File: src/rtl/pwm_multi_ch.sv
// pwm_multi_ch: N-channel PWM generator built around one shared period counter.
// Period and duty are double-buffered. Software writes the shadow copies, and
// the active copies reload only while idle or at the end of a period, so a
// running output never changes shape mid-period.
//
// Read port: RD_EN is a single-cycle request that is always accepted, with no
// back-pressure. RD_VALID pulses exactly one cycle later with RD_DATA, and
// RD_DATA then holds its value until the next request.
module pwm_multi_ch #(
  parameter int CH_NUM = 4,
  parameter int CNT_W  = 32,
  parameter int ADDR_W = 8
) (
  input  logic              CLK,
  input  logic              RST,
  input  logic              WR_EN,
  input  logic [ADDR_W-1:0] WR_ADDR,
  input  logic [31:0]       WR_DATA,
  input  logic              RD_EN,
  input  logic [ADDR_W-1:0] RD_ADDR,
  output logic [31:0]       RD_DATA,
  output logic              RD_VALID,
  output logic [CH_NUM-1:0] PWM_OUT,
  output logic              PRD_TICK
);

  localparam logic [ADDR_W-1:0] ADDR_CTRL   = ADDR_W'(0);
  localparam logic [ADDR_W-1:0] ADDR_PERIOD = ADDR_W'(1);
  localparam logic [ADDR_W-1:0] ADDR_CNT    = ADDR_W'(2);
  localparam logic [CNT_W-1:0]  CNT_ONE     = CNT_W'(1);

  logic              en;
  logic [CH_NUM-1:0] ch_en;
  logic [CH_NUM-1:0] pol;
  logic [CNT_W-1:0]  period_sh;
  logic [CNT_W-1:0]  period_act;
  logic [CNT_W-1:0]  duty_sh  [CH_NUM];
  logic [CNT_W-1:0]  duty_act [CH_NUM];
  logic [CNT_W-1:0]  cnt;

  logic              period_zero;
  logic              terminal;
  logic              load;
  logic [CH_NUM-1:0] pwm_next;
  logic [2*CH_NUM:0] ctrl_word;
  logic [31:0]       rd_mux;

  // Period status: terminal count, and when the shadows may move to active.
  always_comb begin
    period_zero = (period_act == '0);
    terminal    = !period_zero && (cnt >= period_act - CNT_ONE);
    load        = !en || period_zero || terminal;
  end

  // Register writes: CTRL is live at once, while PERIOD/DUTY land in shadows.
  always_ff @(posedge CLK) begin
    if (RST) begin
      en        <= 1'b0;
      ch_en     <= '0;
      pol       <= '0;
      period_sh <= '0;
      for (int i = 0; i < CH_NUM; i++) duty_sh[i] <= '0;
    end else if (WR_EN) begin
      if (WR_ADDR == ADDR_CTRL) begin
        en    <= WR_DATA[0];
        ch_en <= WR_DATA[CH_NUM:1];
        pol   <= WR_DATA[2*CH_NUM:CH_NUM+1];
      end
      if (WR_ADDR == ADDR_PERIOD) period_sh <= WR_DATA[CNT_W-1:0];
      for (int i = 0; i < CH_NUM; i++) begin
        if (WR_ADDR == ADDR_W'(3 + i)) duty_sh[i] <= WR_DATA[CNT_W-1:0];
      end
    end
  end

  // Active copies follow the shadows only at safe points. A write on the same
  // edge is seen one period later, because the old shadow value is sampled.
  always_ff @(posedge CLK) begin
    if (RST) begin
      period_act <= '0;
      for (int i = 0; i < CH_NUM; i++) duty_act[i] <= '0;
    end else if (load) begin
      period_act <= period_sh;
      for (int i = 0; i < CH_NUM; i++) duty_act[i] <= duty_sh[i];
    end
  end

  // Shared counter: wraps at the active period and idles at zero when off.
  always_ff @(posedge CLK) begin
    if (RST) begin
      cnt <= '0;
    end else if (!en || period_zero || terminal) begin
      cnt <= '0;
    end else begin
      cnt <= cnt + CNT_ONE;
    end
  end

  // Per-channel compare. A zero period forces every channel to its idle level.
  always_comb begin
    pwm_next = '0;
    for (int i = 0; i < CH_NUM; i++) begin
      pwm_next[i] = pol[i] ^ (en & ch_en[i] & !period_zero & (cnt < duty_act[i]));
    end
  end

  // Registered outputs: PWM levels and the end-of-period tick.
  always_ff @(posedge CLK) begin
    if (RST) begin
      PWM_OUT  <= '0;
      PRD_TICK <= 1'b0;
    end else begin
      PWM_OUT  <= pwm_next;
      PRD_TICK <= en && terminal;
    end
  end

  // Read mux: shadows are reported (not active copies). Unmapped reads return 0.
  always_comb begin
    ctrl_word = {pol, ch_en, en};
    rd_mux    = '0;
    if (RD_ADDR == ADDR_CTRL) rd_mux = 32'(ctrl_word);
    if (RD_ADDR == ADDR_PERIOD) rd_mux = 32'(period_sh);
    if (RD_ADDR == ADDR_CNT) rd_mux = 32'(cnt);
    for (int i = 0; i < CH_NUM; i++) begin
      if (RD_ADDR == ADDR_W'(3 + i)) rd_mux = 32'(duty_sh[i]);
    end
  end

  // Read response register: one-cycle latency, and the data holds between reads.
  always_ff @(posedge CLK) begin
    if (RST) begin
      RD_DATA  <= '0;
      RD_VALID <= 1'b0;
    end else begin
      RD_VALID <= RD_EN;
      if (RD_EN) RD_DATA <= rd_mux;
    end
  end

endmodule

File: config.mk
export PLATFORM = sky130hd
export DESIGN_NAME = pwm_multi_ch
export DESIGN_NICKNAME = d
export VERILOG_FILES = /design/src/rtl/pwm_multi_ch.sv
export SDC_FILE = /design/constraint.sdc
export NUM_CORES = 1
export LEC_CHECK = 0
export BUFFER_PORTS_ARGS = -buffer_cell sky130_fd_sc_hd__buf_2
export CORE_MARGIN = 2
export CORE_UTILIZATION = 51
export DETAILED_ROUTE_END_ITERATION = 8
export PLACE_DENSITY = 0.79
export SYNTH_ARGS = -nofsm -noshare
export SYNTH_HDL_FRONTEND = slang
export SYNTH_SLANG_ARGS = --single-unit
File: constraint.sdc
create_clock -name CLK -period 24 [get_ports CLK]
set_clock_uncertainty 0.15 [all_clocks]
set_input_delay 0 -clock CLK [delete_from_list [all_inputs] [get_ports CLK]]
set_output_delay 0 -clock CLK [all_outputs]
set_load 0.005 [all_outputs]
## Word level (Yosys, flattened, before mapping)

Memory sizes are Yosys's and may differ from the RTL's.
Cells that the tools add are included.

| word-level totals | value |
|---|---|
| bits in registers | 143 |
| bits in writable memories | 256 |
| output and inout bits | 38 |
| word-level logic and storage cells | 102 |
| memories | 2 |

Memory list:

| memory | depth | width | rd ports | clocked after Yosys merged registers in | write ports | line | source |
|---|---|---|---|---|---|---|---|
| duty_act | 4 | 32 | 4 | 0 | 4 | 38 | `logic [CNT_W-1:0] duty_act [CH_NUM];` |
| duty_sh | 4 | 32 | 4 | 0 | 4 | 37 | `logic [CNT_W-1:0] duty_sh [CH_NUM];` |

| operators by class | value |
|---|---|
| $add $sub $neg | 2 |
| $lt $le $gt $ge | 5 |
| equality and inequality tests | 11 |
| muxes and demuxes | 36 |
| bitwise gates (word level) | 24 |
| reductions and logical operators | 12 |

Operators with widths:

| cell | count |
|---|---|
| $mux W32 | 14 |
| $lt A32 B32 Y1 | 4 |
| $eq A8 B3 Y1 const B | 6 |
| $add A32 B1 Y32 const B | 1 |
| $ge A32 B32 Y1 | 1 |
| $logic_not A32 Y1 | 1 |
| $sub A32 B1 Y32 const B | 1 |
| $eq A8 B2 Y1 const B | 3 |
| $mux W1 | 21 |
| $eq A8 B1 Y1 const B | 2 |
| $logic_not A8 Y1 | 2 |
| $and A1 B1 Y1 | 12 |
| $mux W9 | 1 |
| $or A1 B1 Y1 | 8 |
| $reduce_and A2 Y1 | 2 |
| $xor A1 B1 Y1 | 4 |
| $logic_and A1 B1 Y1 | 2 |
| $logic_not A1 Y1 | 2 |
| $logic_or A1 B1 Y1 | 2 |
| $reduce_or A2 Y1 | 1 |

## Logic depth before layout (Yosys ltp)

| logic depth | value |
|---|---|
| depth after elaboration | 8 |
| depth in mapped cells | 18 |

## Least setup slack after synthesis

No wires, ideal clock.

| timing | value |
|---|---|
| path type | register to register |
| start | register period_act[2] |
| end | memory duty_act[0][0] (enable) |
| library setup time | 0.542 ns |
| arrival | 7.162 ns |
| required time | 23.308 ns |
| path slack | 16.146 ns |
| cell stages (with the launch flop) | 16 |
| path buffers | 2 |
| period minus slack after synthesis | 7.854 ns |
| path through | dfxtp_1 > or4_4 > or3_1 > or4_1 > nor2_1 > nand3b_1 > xor2_1 > ha_1 > a21oi_1 > o21ai_0 > a21o_1 > a21bo_2 > o21ai_0 > or3_1 > clkbuf_1 > clkbuf_1 |

RTL lines:

| item | line | source |
|---|---|---|
| from (decl) | 36 | `logic [CNT_W-1:0] period_act;` |
| from (signal assigned) | 83 | `period_act <= period_sh;` |
| to (decl) | 38 |  |

==> summary.txt <==
Route
  – Vias per std cell: 5.871
  – Total routed wirelength: 57.09 mm
  – Vias post-DR: 15490
  – Antenna violation net count after detailed routing: 0
  – Per-cell routed wire length: 21.64 µm
  – DRC viols: 0
  – Drt initial violations: 1244
  – Number of detailed-route iterations in the first pass: 6

Yosys
  – Portion of the post-synthesis area used by sequential elements: 50.80%
  – Post-synth EDFFs: 256
  – Most common cell in the synthesized netlist: sky130_fd_sc_hd__and2_1
  – Dominant register cell in the synthesized netlist: sky130_fd_sc_hd__edfxtp_1
  – Cell accounting for the most synthesized area: sky130_fd_sc_hd__edfxtp_1
  – Number of warnings issued by yosys: 0
  – Syn Nets: 2192
  – Yosys cell types: 61
  – Top cells by area, synth: sky130_fd_sc_hd__edfxtp_1 (37%), sky130_fd_sc_hd__dfxtp_1 (14%), sky130_fd_sc_hd__ha_1 (9.6%), sky130_fd_sc_hd__and2_1 (7.8%), sky130_fd_sc_hd__mux2i_1 (3.5%)
  – Synthesized area per cell: 10.48 µm²
  – Share of the synthesized area in the top cell type: 37.01%
  – Post-Syn Area: 20770 µm²
  – Cells after Synth: 1981
  – Synth cell count leaders: sky130_fd_sc_hd__and2_1 (260), sky130_fd_sc_hd__edfxtp_1 (256), sky130_fd_sc_hd__nor2_1 (171), sky130_fd_sc_hd__ha_1 (159), sky130_fd_sc_hd__dfxtp_1 (143)
  – Share of async-settable or async-resettable flops after synthesis: 0%
  – Register bit count reported by yosys: 399

Setup path
  – Destination of the critical timing path: duty_act[1][15]$_SDFFCE_PN0P_
  – Capturing point of the worst reg2reg path: duty_act[1][15]$_SDFFCE_PN0P_
  – Slowest cell on the critical path: sky130_fd_sc_hd__buf_4
  – Number of cell instances on the worst register-to-register path: 12
  – Maximum fanout encountered on the critical timing path: 95
  – Capturing element type of the critical path: flop
  – Data required time of the critical path: 24010 ps
  – Critical path class: reg -> reg
  – List of cells traversed by the critical path: or4_4, or3_1, or4_1, nor2_1, xnor2_1, ha_1, nand4_1, a2111oi_0, nand2_1, o21ai_0, or3_4, buf_4
  – Worst reg2reg startpoint: period_act[2]$_SDFFE_PP0P_
  – Setup crit start: period_act[2]$_SDFFE_PP0P_
  – Setup slack of the most critical reg-to-reg path: 17760 ps
  – Nature of the critical path startpoint: flop
  – Critical Path Max Stage Delay: 970 ps
  – Critical path arrival: 6250 ps

Layout
  – Footprint of the flip-flops and latches: 10550 µm²
  – Layout cell share with drive strength beyond 1: 9.891%
  – Multi-input logic area: 9418 µm²
  – Number of fillers in the final layout: 3318
  – Diodes inserted: 0
  – Nets: 2290
  – Post-layout utilization of the core: 58.69%
  – Area growth syn-to-layout: 13.05%

Timing
  – Setup tns final: 0 ps
  – Crit share post-route: 26.00%
  – Setup repair after global routing missed its margin: no
  – Max-slew violation count: 0
  – Clock period minus worst slack: 6240 ps
  – Worst-Margin Slew: 1249 ps
  – Max Clock Freq: 0.1603 GHz
  – Worst relative slew slack: 14.56%
  – Final hold vios: 0
  – Final setup violation count: 0

GRT
  – Total GRT Usage: 27.25%
  – Wire length of the first global-routing pass: 87.26 mm
  – Overflow left after global routing: 0
  – Initial antenna violation count: 3
  – Largest net degree at the start of global routing: 117
  – Via count of the first global-routing pass: 15380

Die
  – I/O pin cnt: 90
  – Chip width: 205.8 µm
  – Overall die area: 42360 µm²
  – Row count: 73
  – Height of the die: 205.8 µm
  – Initial Utilization: 51.92%
  – Floorplan core area: 40010 µm²

Clock tree
  – TritonCTS clock tree: built
  – Worst skew pair latency: 550 ps
  – Clock tree sinks: 399
  – Setup bufs post-CTS: 0
  – CTS Buf Count: 42
  – Number of H-tree levels: 2
  – Cell chosen for the clock root: sky130_fd_sc_hd__clkbuf_16
  – Number of gates given a new drive strength after cts: 0
  – Maximum number of buffers from clock root to sink: 3
  – Clock edge transition at the registers on the reported setup and hold paths: 60 ps

Status
  – Result of the run: complete, no violations

Worst hold path
  – Worst hold path class: in -> reg

Place
  – Dpl hpwl: 37.49 mm
  – Count of buffers inserted at the top-level ports: 89
  – Last weighted congestion value of the routability-driven placer: 0.8967

Power and ir drop
  – Static power due to leakage: 10.03 nW
  – Pwr per Cell Area: 64.36 nW/µm²
  – Largest voltage drop on the vdd net: 0.05105 mV

Run
  – Maxcap violations: 0
## worst min-delay path by stage
stage	startpoint	to	slack [ps]	depth (start not counted)
2_1_floorplan	WR_DATA[0]	period_sh[0]$_SDFFE_PP0P_	-10	2
3_3_place_gp	RST	RD_DATA[23]$_SDFFE_PP0P_	70	2
3_5_place_dp	RST	RD_DATA[23]$_SDFFE_PP0P_	60	2
4_1_cts	RD_ADDR[0]	RD_DATA[1]$_SDFFE_PP0P_	10	3
5_1_grt	RST	RD_DATA[23]$_SDFFE_PP0P_	60	3
6_report	RD_ADDR[0]	RD_DATA[1]$_SDFFE_PP0P_	30	3
## registers in the layout, indices dropped and copies added (netlist names)
name / count
cnt: 32
ch_en: 4
en: 1
duty_sh: 128
pol: 4
PRD_TICK: 1
duty_act: 128
RD_DATA: 32
period_sh: 32
PWM_OUT: 4
RD_VALID: 1
period_act: 32
## power breakdown
part	internal (mW)	switching, mW	total (mW)
combinational	0.0353	0.0583	0.0936
sequential	0.753	0.0101	0.763
clock	0.388	0.266	0.655
## kinds of logic (layout without fill, tap and decap cells)
logic type      after synthesis  count (layout)  synth area share, %
compound gates              317             317                9.488
xor+xnor                     58              58                2.446
fa+ha+maj                   159             159                9.578
buf+inv                     227             359                4.265
flops                       399             399                50.80
mux                          97              97                5.145
simple gates                724             724                18.28
## cells in the final DEF (no fill, tap or decap), drive strengths merged, types with 37 or more instances in the layout
master,count
o21ai,53
and2,260
dlygate4sd3,37
nor2,171
buf,109
a21oi,140
mux2i,73
inv,135
nand2,116
dfxtp,143
edfxtp,256
ha,159
clkbuf,65
## final cells by class
| type | instances | area share (%) |
|---|---|---|
| Tap cell | 525 | 2.797 |
| Multi-Input combinational cell | 1355 | 40.11 |
| Timing Repair Buffer | 146 | 4.124 |
| Clock inverter | 13 | 0.5968 |
| Inverter | 135 | 2.158 |
| Clock buffer | 65 | 5.286 |
| Sequential cell | 399 | 44.93 |
## per-layer routing
layer  up-vias  track usage [%]  routed length (µm)
met5         -                0                  27
met4         4            11.25                2174
met3       146            4.134                3957
met2       633            45.71               27210
met1      7531            35.31               23720
li1       7173                -                   -
## critical path: cells and delay by family (launching register included)
family	cells	cell delay, ps
xor+xnor	1	80
fa+ha+maj	1	300
simple gates	7	2950
buf+inv	1	970
flops	1	360
compound gates	2	910
## what timing repair did
action,4_1_cts,5_1_grt
hold buffers,37,0
setup endpoints to repair,0,0
hold endpoints to repair,173,0
## through the flow
| stage | instances | total power, mW | cell area [µm²] | hold WS [ps] | setup WS [ps] |
|---|---|---|---|---|---|
| 2_1_floorplan | 1981 | 0.8286 | 20770 | -14.03 | 16150 |
| 3_3_place_gp | 2523 | 0.8612 | 21730 | 66.32 | 17950 |
| 3_5_place_dp | 2523 | 0.8646 | 21730 | 61.62 | 17820 |
| 4_1_cts | 2638 | 1.514 | 23480 | 10.19 | 17820 |
| 5_1_grt | 2638 | 1.552 | 23480 | 55.04 | 17410 |
| 6_report | 2638 | 1.511 | 23480 | 30.73 | 17760 |
No activity file was read; power rests on OpenSTA's default activity.
